### src/rtl/nco_freq_est_pkg.sv
// Shared state type and sizing helpers for the NCO frequency estimator
// and its reciprocal divider.
package nco_est_pkg;

    typedef enum logic [1:0] {IDLE, COUNT, DIVIDE, OUT} est_state_t;

    localparam int DEF_APR      = 16;
    localparam int DEF_LOG2NPER = 2;
    localparam int NPER         = 1 << DEF_LOG2NPER;
    localparam int NUM_SHIFT    = DEF_APR + DEF_LOG2NPER;

    function automatic int nper_of(input int log2nper);
        return 1 << log2nper;
    endfunction

    function automatic int num_shift_of(input int apr, input int log2nper);
        return apr + log2nper;
    endfunction

    function automatic int quot_width(input int apr);
        return apr;
    endfunction

    function automatic int rem_width(input int cw);
        return cw + 1;
    endfunction

endpackage

### src/rtl/nco_freq_est_if.sv
// Sample-in / estimate-out bundle of the NCO frequency estimator.
interface nco_freq_est_if #(
    parameter int mpr = 10,
    parameter int apr = 16
);
    logic signed [mpr-1:0] fsin_i;
    logic                  in_valid;
    logic [apr-1:0]        phi_inc_o;
    logic                  est_valid;
    logic                  ovf;
    logic                  busy;

    modport master (
        output fsin_i, in_valid,
        input  phi_inc_o, est_valid, ovf, busy
    );

    modport slave (
        input  fsin_i, in_valid,
        output phi_inc_o, est_valid, ovf, busy
    );
endinterface

### src/rtl/nco_recip_div.sv
// Sequential restoring divider: 2^num_shift / divisor, one quotient bit per
// clken cycle, MSB first; done pulses when the last bit has been produced.
module nco_recip_div
    import nco_est_pkg::*;
#(
    parameter int apr      = DEF_APR,
    parameter int LOG2NPER = DEF_LOG2NPER,
    parameter int CW       = 20
) (
    input  logic                       clk,
    input  logic                       reset,
    input  logic                       clken,
    input  logic                       start,
    input  logic [CW-1:0]              divisor,
    output logic [quot_width(apr)-1:0] quotient,
    output logic                       done
);
    localparam int QW = quot_width(apr);
    localparam int RW = rem_width(CW);
    localparam int BW = (QW > 1) ? $clog2(QW) : 1;
    // Dividend is a single 1 followed by zeros: the bits above the QW
    // quotient positions fold into this starting remainder (always < divisor).
    localparam int            INIT_SHIFT = num_shift_of(apr, LOG2NPER) - QW;
    localparam logic [RW-1:0] REM_INIT   = RW'(1) << INIT_SHIFT;

    logic [RW-1:0] rem_q, rem_shift, rem_next;
    logic [CW-1:0] den_q;
    logic [QW-1:0] quot_q;
    logic [BW-1:0] bit_cnt;
    logic          run_q, fits;

    always_comb begin
        rem_shift = rem_q << 1;
        fits      = rem_shift >= {1'b0, den_q};
        rem_next  = fits ? rem_shift - {1'b0, den_q} : rem_shift;
    end

    // NOTE: clocked state uses non-blocking assignments so every register
    // samples pre-edge values regardless of statement order.
    always_ff @(posedge clk) begin
        if (reset) begin
            rem_q   <= '0;
            den_q   <= '0;
            quot_q  <= '0;
            bit_cnt <= '0;
            run_q   <= 1'b0;
            done    <= 1'b0;
        end else if (clken) begin
            done <= 1'b0;
            if (start) begin
                rem_q   <= REM_INIT;
                den_q   <= divisor;
                quot_q  <= '0;
                bit_cnt <= '0;
                run_q   <= 1'b1;
            end else if (run_q) begin
                rem_q   <= rem_next;
                quot_q  <= {quot_q[QW-2:0], fits};
                bit_cnt <= bit_cnt + BW'(1);
                if (bit_cnt == BW'(QW - 1)) begin
                    run_q <= 1'b0;
                    done  <= 1'b1;
                end
            end
        end
    end

    assign quotient = quot_q;

endmodule

### src/rtl/nco_freq_est.sv
// Frequency estimator: counts samples over NPER rising zero crossings and
// converts the count into the equivalent NCO phase-increment word.
module nco_freq_est
    import nco_est_pkg::*;
#(
    parameter int mpr      = 10,
    parameter int apr      = DEF_APR,
    parameter int LOG2NPER = DEF_LOG2NPER,
    parameter int CW       = 20,
    parameter int HYST     = 8
) (
    input logic           clk,
    input logic           reset,
    input logic           clken,
    nco_freq_est_if.slave bus
);
    localparam int                    NPER_L    = nper_of(LOG2NPER);
    localparam int                    PW        = LOG2NPER + 1;
    localparam logic [CW-1:0]         SCNT_LAST = CW'((1 << CW) - 2);
    localparam logic signed [mpr-1:0] ARM_LEVEL = mpr'(-HYST);

    est_state_t     state_q, state_d;
    logic           armed_q;
    logic [CW-1:0]  scnt_q;
    logic [PW-1:0]  pcnt_q;
    logic [apr-1:0] phi_q;
    logic           ovf_q;
    logic [apr-1:0] quotient;
    logic           div_done;
    logic           accept, detect, arm_hit, crossing, last_cross, timeout;

    assign accept     = clken & bus.in_valid;
    assign detect     = accept & ((state_q == IDLE) | (state_q == COUNT));
    assign arm_hit    = bus.fsin_i <= ARM_LEVEL;
    assign crossing   = detect & armed_q & ~bus.fsin_i[mpr-1];
    assign last_cross = (state_q == COUNT) & crossing & (pcnt_q == PW'(NPER_L - 1));
    // Timeout fires on the sample that would bring scnt to all-ones.
    assign timeout    = (state_q == COUNT) & accept & ~last_cross & (scnt_q == SCNT_LAST);

    always_comb begin
        // NOTE: default first so no branch leaves state_d unassigned (no latch).
        state_d = state_q;
        unique case (state_q)
            IDLE:    if (crossing) state_d = COUNT;
            COUNT: begin
                if (last_cross)   state_d = DIVIDE;
                else if (timeout) state_d = OUT;
            end
            DIVIDE:  if (div_done) state_d = OUT;
            OUT:     state_d = IDLE;
            default: state_d = IDLE;
        endcase
    end

    always_ff @(posedge clk) begin
        if (reset)      state_q <= IDLE;
        else if (clken) state_q <= state_d;
    end

    always_ff @(posedge clk) begin
        if (reset) begin
            armed_q <= 1'b0;
            scnt_q  <= '0;
            pcnt_q  <= '0;
            phi_q   <= '0;
            ovf_q   <= 1'b0;
        end else if (clken) begin
            if (last_cross) begin
                armed_q <= 1'b0;
            end else if (detect) begin
                if (arm_hit)       armed_q <= 1'b1;
                else if (crossing) armed_q <= 1'b0;
            end

            if ((state_q == IDLE) && crossing) begin
                scnt_q <= '0;
                pcnt_q <= '0;
            end else if ((state_q == COUNT) && accept) begin
                scnt_q <= scnt_q + CW'(1);
                if (crossing) pcnt_q <= pcnt_q + PW'(1);
            end

            if ((state_q == DIVIDE) && div_done) begin
                phi_q <= quotient;
                ovf_q <= 1'b0;
            end else if (timeout) begin
                phi_q <= '0;
                ovf_q <= 1'b1;
            end
        end
    end

    nco_recip_div #(
        .apr      (apr),
        .LOG2NPER (LOG2NPER),
        .CW       (CW)
    ) u_div (
        .clk      (clk),
        .reset    (reset),
        .clken    (clken),
        .start    (last_cross),
        .divisor  (scnt_q + CW'(1)),
        .quotient (quotient),
        .done     (div_done)
    );

    assign bus.phi_inc_o = phi_q;
    assign bus.est_valid = (state_q == OUT);
    assign bus.ovf       = ovf_q & (state_q == OUT);
    assign bus.busy      = (state_q == COUNT) | (state_q == DIVIDE);

endmodule

### src/flat_wrapper.sv
// flat-port wrapper written by rule: the top's interface ports become plain ports
module nco_freq_est_flat import nco_est_pkg::*;
#(
    parameter int mpr      = 10,
    parameter int apr      = DEF_APR,
    parameter int LOG2NPER = DEF_LOG2NPER,
    parameter int CW       = 20,
    parameter int HYST     = 8
)
  (clk, reset, clken, bus_fsin_i, bus_in_valid, bus_phi_inc_o, bus_est_valid, bus_ovf, bus_busy);
  nco_freq_est_if #(.mpr(mpr), .apr(apr)) bus_i ();
  input logic clk;
  input logic reset;
  input logic clken;
  input wire logic [$bits(bus_i.fsin_i)-1:0] bus_fsin_i;
  input wire logic [$bits(bus_i.in_valid)-1:0] bus_in_valid;
  output wire logic [$bits(bus_i.phi_inc_o)-1:0] bus_phi_inc_o;
  output wire logic [$bits(bus_i.est_valid)-1:0] bus_est_valid;
  output wire logic [$bits(bus_i.ovf)-1:0] bus_ovf;
  output wire logic [$bits(bus_i.busy)-1:0] bus_busy;
  assign bus_i.fsin_i = bus_fsin_i;
  assign bus_i.in_valid = bus_in_valid;
  assign bus_phi_inc_o = bus_i.phi_inc_o;
  assign bus_est_valid = bus_i.est_valid;
  assign bus_ovf = bus_i.ovf;
  assign bus_busy = bus_i.busy;
  nco_freq_est #(.mpr(mpr), .apr(apr), .LOG2NPER(LOG2NPER), .CW(CW), .HYST(HYST)) u_core (.clk(clk), .reset(reset), .clken(clken), .bus(bus_i));
endmodule
### config.mk
export PLATFORM = sky130hd
export DESIGN_NAME = nco_freq_est_flat
export DESIGN_NICKNAME = d
export VERILOG_FILES = /design/src/rtl/nco_freq_est_pkg.sv /design/src/rtl/nco_freq_est_if.sv /design/src/rtl/nco_recip_div.sv /design/src/rtl/nco_freq_est.sv /design/src/flat_wrapper.sv
export SDC_FILE = /design/constraint.sdc
export NUM_CORES = 1
export LEC_CHECK = 0
export ABC_AREA = 1
export CORE_MARGIN = 2
export CORE_UTILIZATION = 50
export CTS_CLUSTER_SIZE = 40
export DETAILED_ROUTE_END_ITERATION = 8
export PLACE_DENSITY = 0.72
export SLEW_MARGIN = 20
export SYNTH_ARGS = -nofsm -noshare
export SYNTH_HDL_FRONTEND = slang
export SYNTH_HIERARCHICAL = 1
export SYNTH_SLANG_ARGS = --single-unit
export TNS_END_PERCENT = 50
### constraint.sdc
create_clock -name clk -period 2.81 [get_ports clk]
set_clock_uncertainty 0.2 [all_clocks]
set_input_delay 0.4215 -clock clk [delete_from_list [all_inputs] [get_ports clk]]
set_output_delay 0.4215 -clock clk [all_outputs]
set_load 0.01 [all_outputs]
==> impl_metrics.toml <==
[routing]
drt-total-wl_um = 14300
drt_iter0_drc = 474
first_pass_iters = 5
drcViolationCount = 0
final_antenna_net_count = 0
num_vias = 5719
viasPerCell = 5.08
wl_per_cell_um = 12.7

[placement]
gp_congestion = 0.908
dp_hpwl_um = 10400
io_buffers = 32
place_ws_ns = 0.302

[clocking]
holdBufCountCts = 0
cts_buffer_depth = 2
root_buffer = "clkbuf_16"
cts-buffers-inserted = 9
clock_latency_ns = 0.36
numClockSinks = 105
htreeDepth = 3
tritoncts = "done"
clk_pin_slew_ns = 0.07
postCtsSetupBuffers = 0
cts.repair.resized = 0

[worst_setup_path]
required_ns = 2.83
worstSetupPathType = "flip-flop to flip-flop"
reg2reg_slack_ns = 0.34
endpoint_kind = "flip-flop"
crit_fanout = 21
worstSetupStartpoint = "u_core/u_div/den_q[8]"
cp-start-kind = "flip-flop"
reg2reg_from = "u_core/u_div/den_q[8]"
worstRegToRegCells = 14
cp.arrival_ns = 2.49
r2r-end = "u_core/u_div/rem_q[18]"

[floorplanning]
ioPinCount = 33
core_area_mm2 = 0.0125
initial_utilization_pct = 50.8
fp.dieW_um = 117
die-area_mm2 = 0.0136
num_rows = 41
die_y_um = 117

[final_layout]
num-nets-final = 993
fillerInstances = 1255
multi_input_area_mm2 = 0.00364
drive_above_1_share_pct = 11.1
syn2layout_area_growth_pct = 11.7
seq_area_mm2 = 0.00210
antenna_cells = 0

[sta]
setup_tns_ns = 0
tightestPinTransition_ns = 0.588
rsz0062_at_grt = "no"
fin_crit_sh_pct = 87.9
period_needed_ns = 2.47
fmax_mhz = 405
setup_viol = 0
slew_headroom_pct = 60.6
hold_viol_final = 0
fin_ws_ns = 0.339
holdWs_ns = 0.214
maxSlewViolCount = 0

[grt]
grt_start_max_net_pins = 42
grt_pass1_wl_um = 24400
grt_pass1_vias = 5216
antenna_found_initial = 0
grtUsageTotal_pct = 22.5
grt_overflow = 0

[synthesis]
ys_seq_area_share_pct = 33.1
synth_edf_count = 0
yosysMostFrequentCell = "nand2_1"
synthesis.area_mm2 = 0.00636
synthCells = 927
yosys-top-cells-count = "nand2_1, dfxtp_1, inv_1"
synth_area_leader_cell = "dfxtp_1"
synth_ff_type = "dfxtp_1"
yosysWarnings = 6
synthTopCellsByArea = "dfxtp_1, nand2_1, a21oi_1"
ys_seq_elements = 105
syn-mean-instance-area_um2 = 6.86
synthArstFlopShare_pct = 0
ys_types = 44
netlist.area_leader.share_pct = 33.1
syn_nets = 971

[min_path]
hold_depth = 2
min_to = "u_core/bus.phi_inc_o[14]"
hold_start = "reset"
hold_class = "primary input to flip-flop"

[power_and_ir_drop]
cellLeakagePower_nw = 3.09
power_density_mw_per_mm2 = 416
peakVddDrop_mv = 0.330
power_mw = 2.95

[flow_run]
cap_violations = 0

[outcome]
outcome = "completed"
-- worst max-delay path by stage --
stage	end	slack (ns)	depth (start not counted)
floorplan	u_core/u_div/rem_q[13]	0.58	13
global placement	u_core/scnt_q[12]	0.36	9
detailed placement	u_core/scnt_q[12]	0.30	9
CTS	u_core/u_div/rem_q[14]	0.35	14
global route	u_core/scnt_q[12]	0.07	10
finish	u_core/u_div/rem_q[18]	0.34	14
-- sequential cells by signal, summed over array words and instances (netlist names) --
signal,cells
u_core/armed_q,1
u_core/bus.phi_inc_o,16
u_core/ovf_q,1
u_core/pcnt_q,3
u_core/scnt_q,20
u_core/state_q,2
u_core/u_div/bit_cnt,4
u_core/u_div/den_q,20
u_core/u_div/done,1
u_core/u_div/quotient,16
u_core/u_div/rem_q,20
u_core/u_div/run_q,1
-- power breakdown --
group	leakage [nW]	total (mW)	switching (mW)	internal, mW
combinational	2.09	0.155	0.0973	0.0581
sequential	0.846	1.50	0.00554	1.49
clock	0.148	1.30	0.597	0.701
total	3.09	2.95	0.700	2.25
-- layout by cell type (no fill, tap or decap), types with 5 or more instances in the layout --
| cell | Yosys | routed |
|---|---|---|
| inv_2 | 7 | 7 |
| clkbuf_16 | 0 | 9 |
| ha_1 | 29 | 29 |
| nand2_1 | 280 | 280 |
| nor2_2 | 4 | 6 |
| nand3_1 | 52 | 52 |
| buf_4 | 2 | 11 |
| nor2_1 | 51 | 49 |
| clkdlybuf4s50_1 | 0 | 31 |
| xnor2_1 | 12 | 12 |
| nor3_1 | 9 | 9 |
| a21oi_2 | 11 | 11 |
| dfxtp_1 | 105 | 105 |
| nand2_2 | 18 | 18 |
| nor2_4 | 8 | 8 |
| nand3_2 | 16 | 16 |
| inv_1 | 105 | 105 |
| nand4_1 | 5 | 5 |
| xor2_1 | 5 | 5 |
| nand3b_1 | 15 | 15 |
| a21oi_1 | 102 | 102 |
| o21ai_0 | 32 | 32 |
-- through the flow --
stage | util (%) | area [um2] | cells
floorplan | - | 6360 | 927
global placement | 54.3 | 6800 | 1110
detailed placement | 54.3 | 6800 | 1110
CTS | 56.7 | 7100 | 1126
global route | 56.7 | 7100 | 1126
finish | 56.7 | 7100 | 1126
-- per-layer routing --
layer,up-vias,track usage [%],part of all wire (%)
met5,-,0,0
met4,0,7.92,1.9
met3,22,4.20,3.4
met2,107,35.3,45
met1,2581,31.1,50
li1,3009,-,-
-- cells by family (layout without fill, tap and decap cells) --
kind of cell,after synthesis,count (layout),synth area share [%]
buf+inv,146,173,9.76
compound gates,158,158,13.6
xor+xnor,19,19,2.85
fa+ha+maj,30,30,6.02
flops,105,105,33.1
simple gates,469,469,34.7
-- layout make-up --
class / instances / area share [%]
clock buffers: 9 / 3.17
clock inverters: 7 / 1.08
inverters: 113 / 5.97
multi-input cells: 676 / 51.3
flip-flops and latches: 105 / 29.6
well taps: 172 / 3.03
repair buffers: 44 / 5.89
-- worst max-delay path, stage by stage (launching register included) --
cell and delay (ns):
dfxtp_1 0.31, inv_1 0.07, ha_1 0.36, nand2_2 0.16, inv_2 0.04, nand2_1 0.05, nand2_1 0.08, a21oi_2 0.17
nand2_2 0.09, nand2_4 0.21, nand2_4 0.22, nand2_2 0.19, nand2_1 0.07, nand2_1 0.06, a21oi_1 0.06
(Power assumes the default switching activity.)
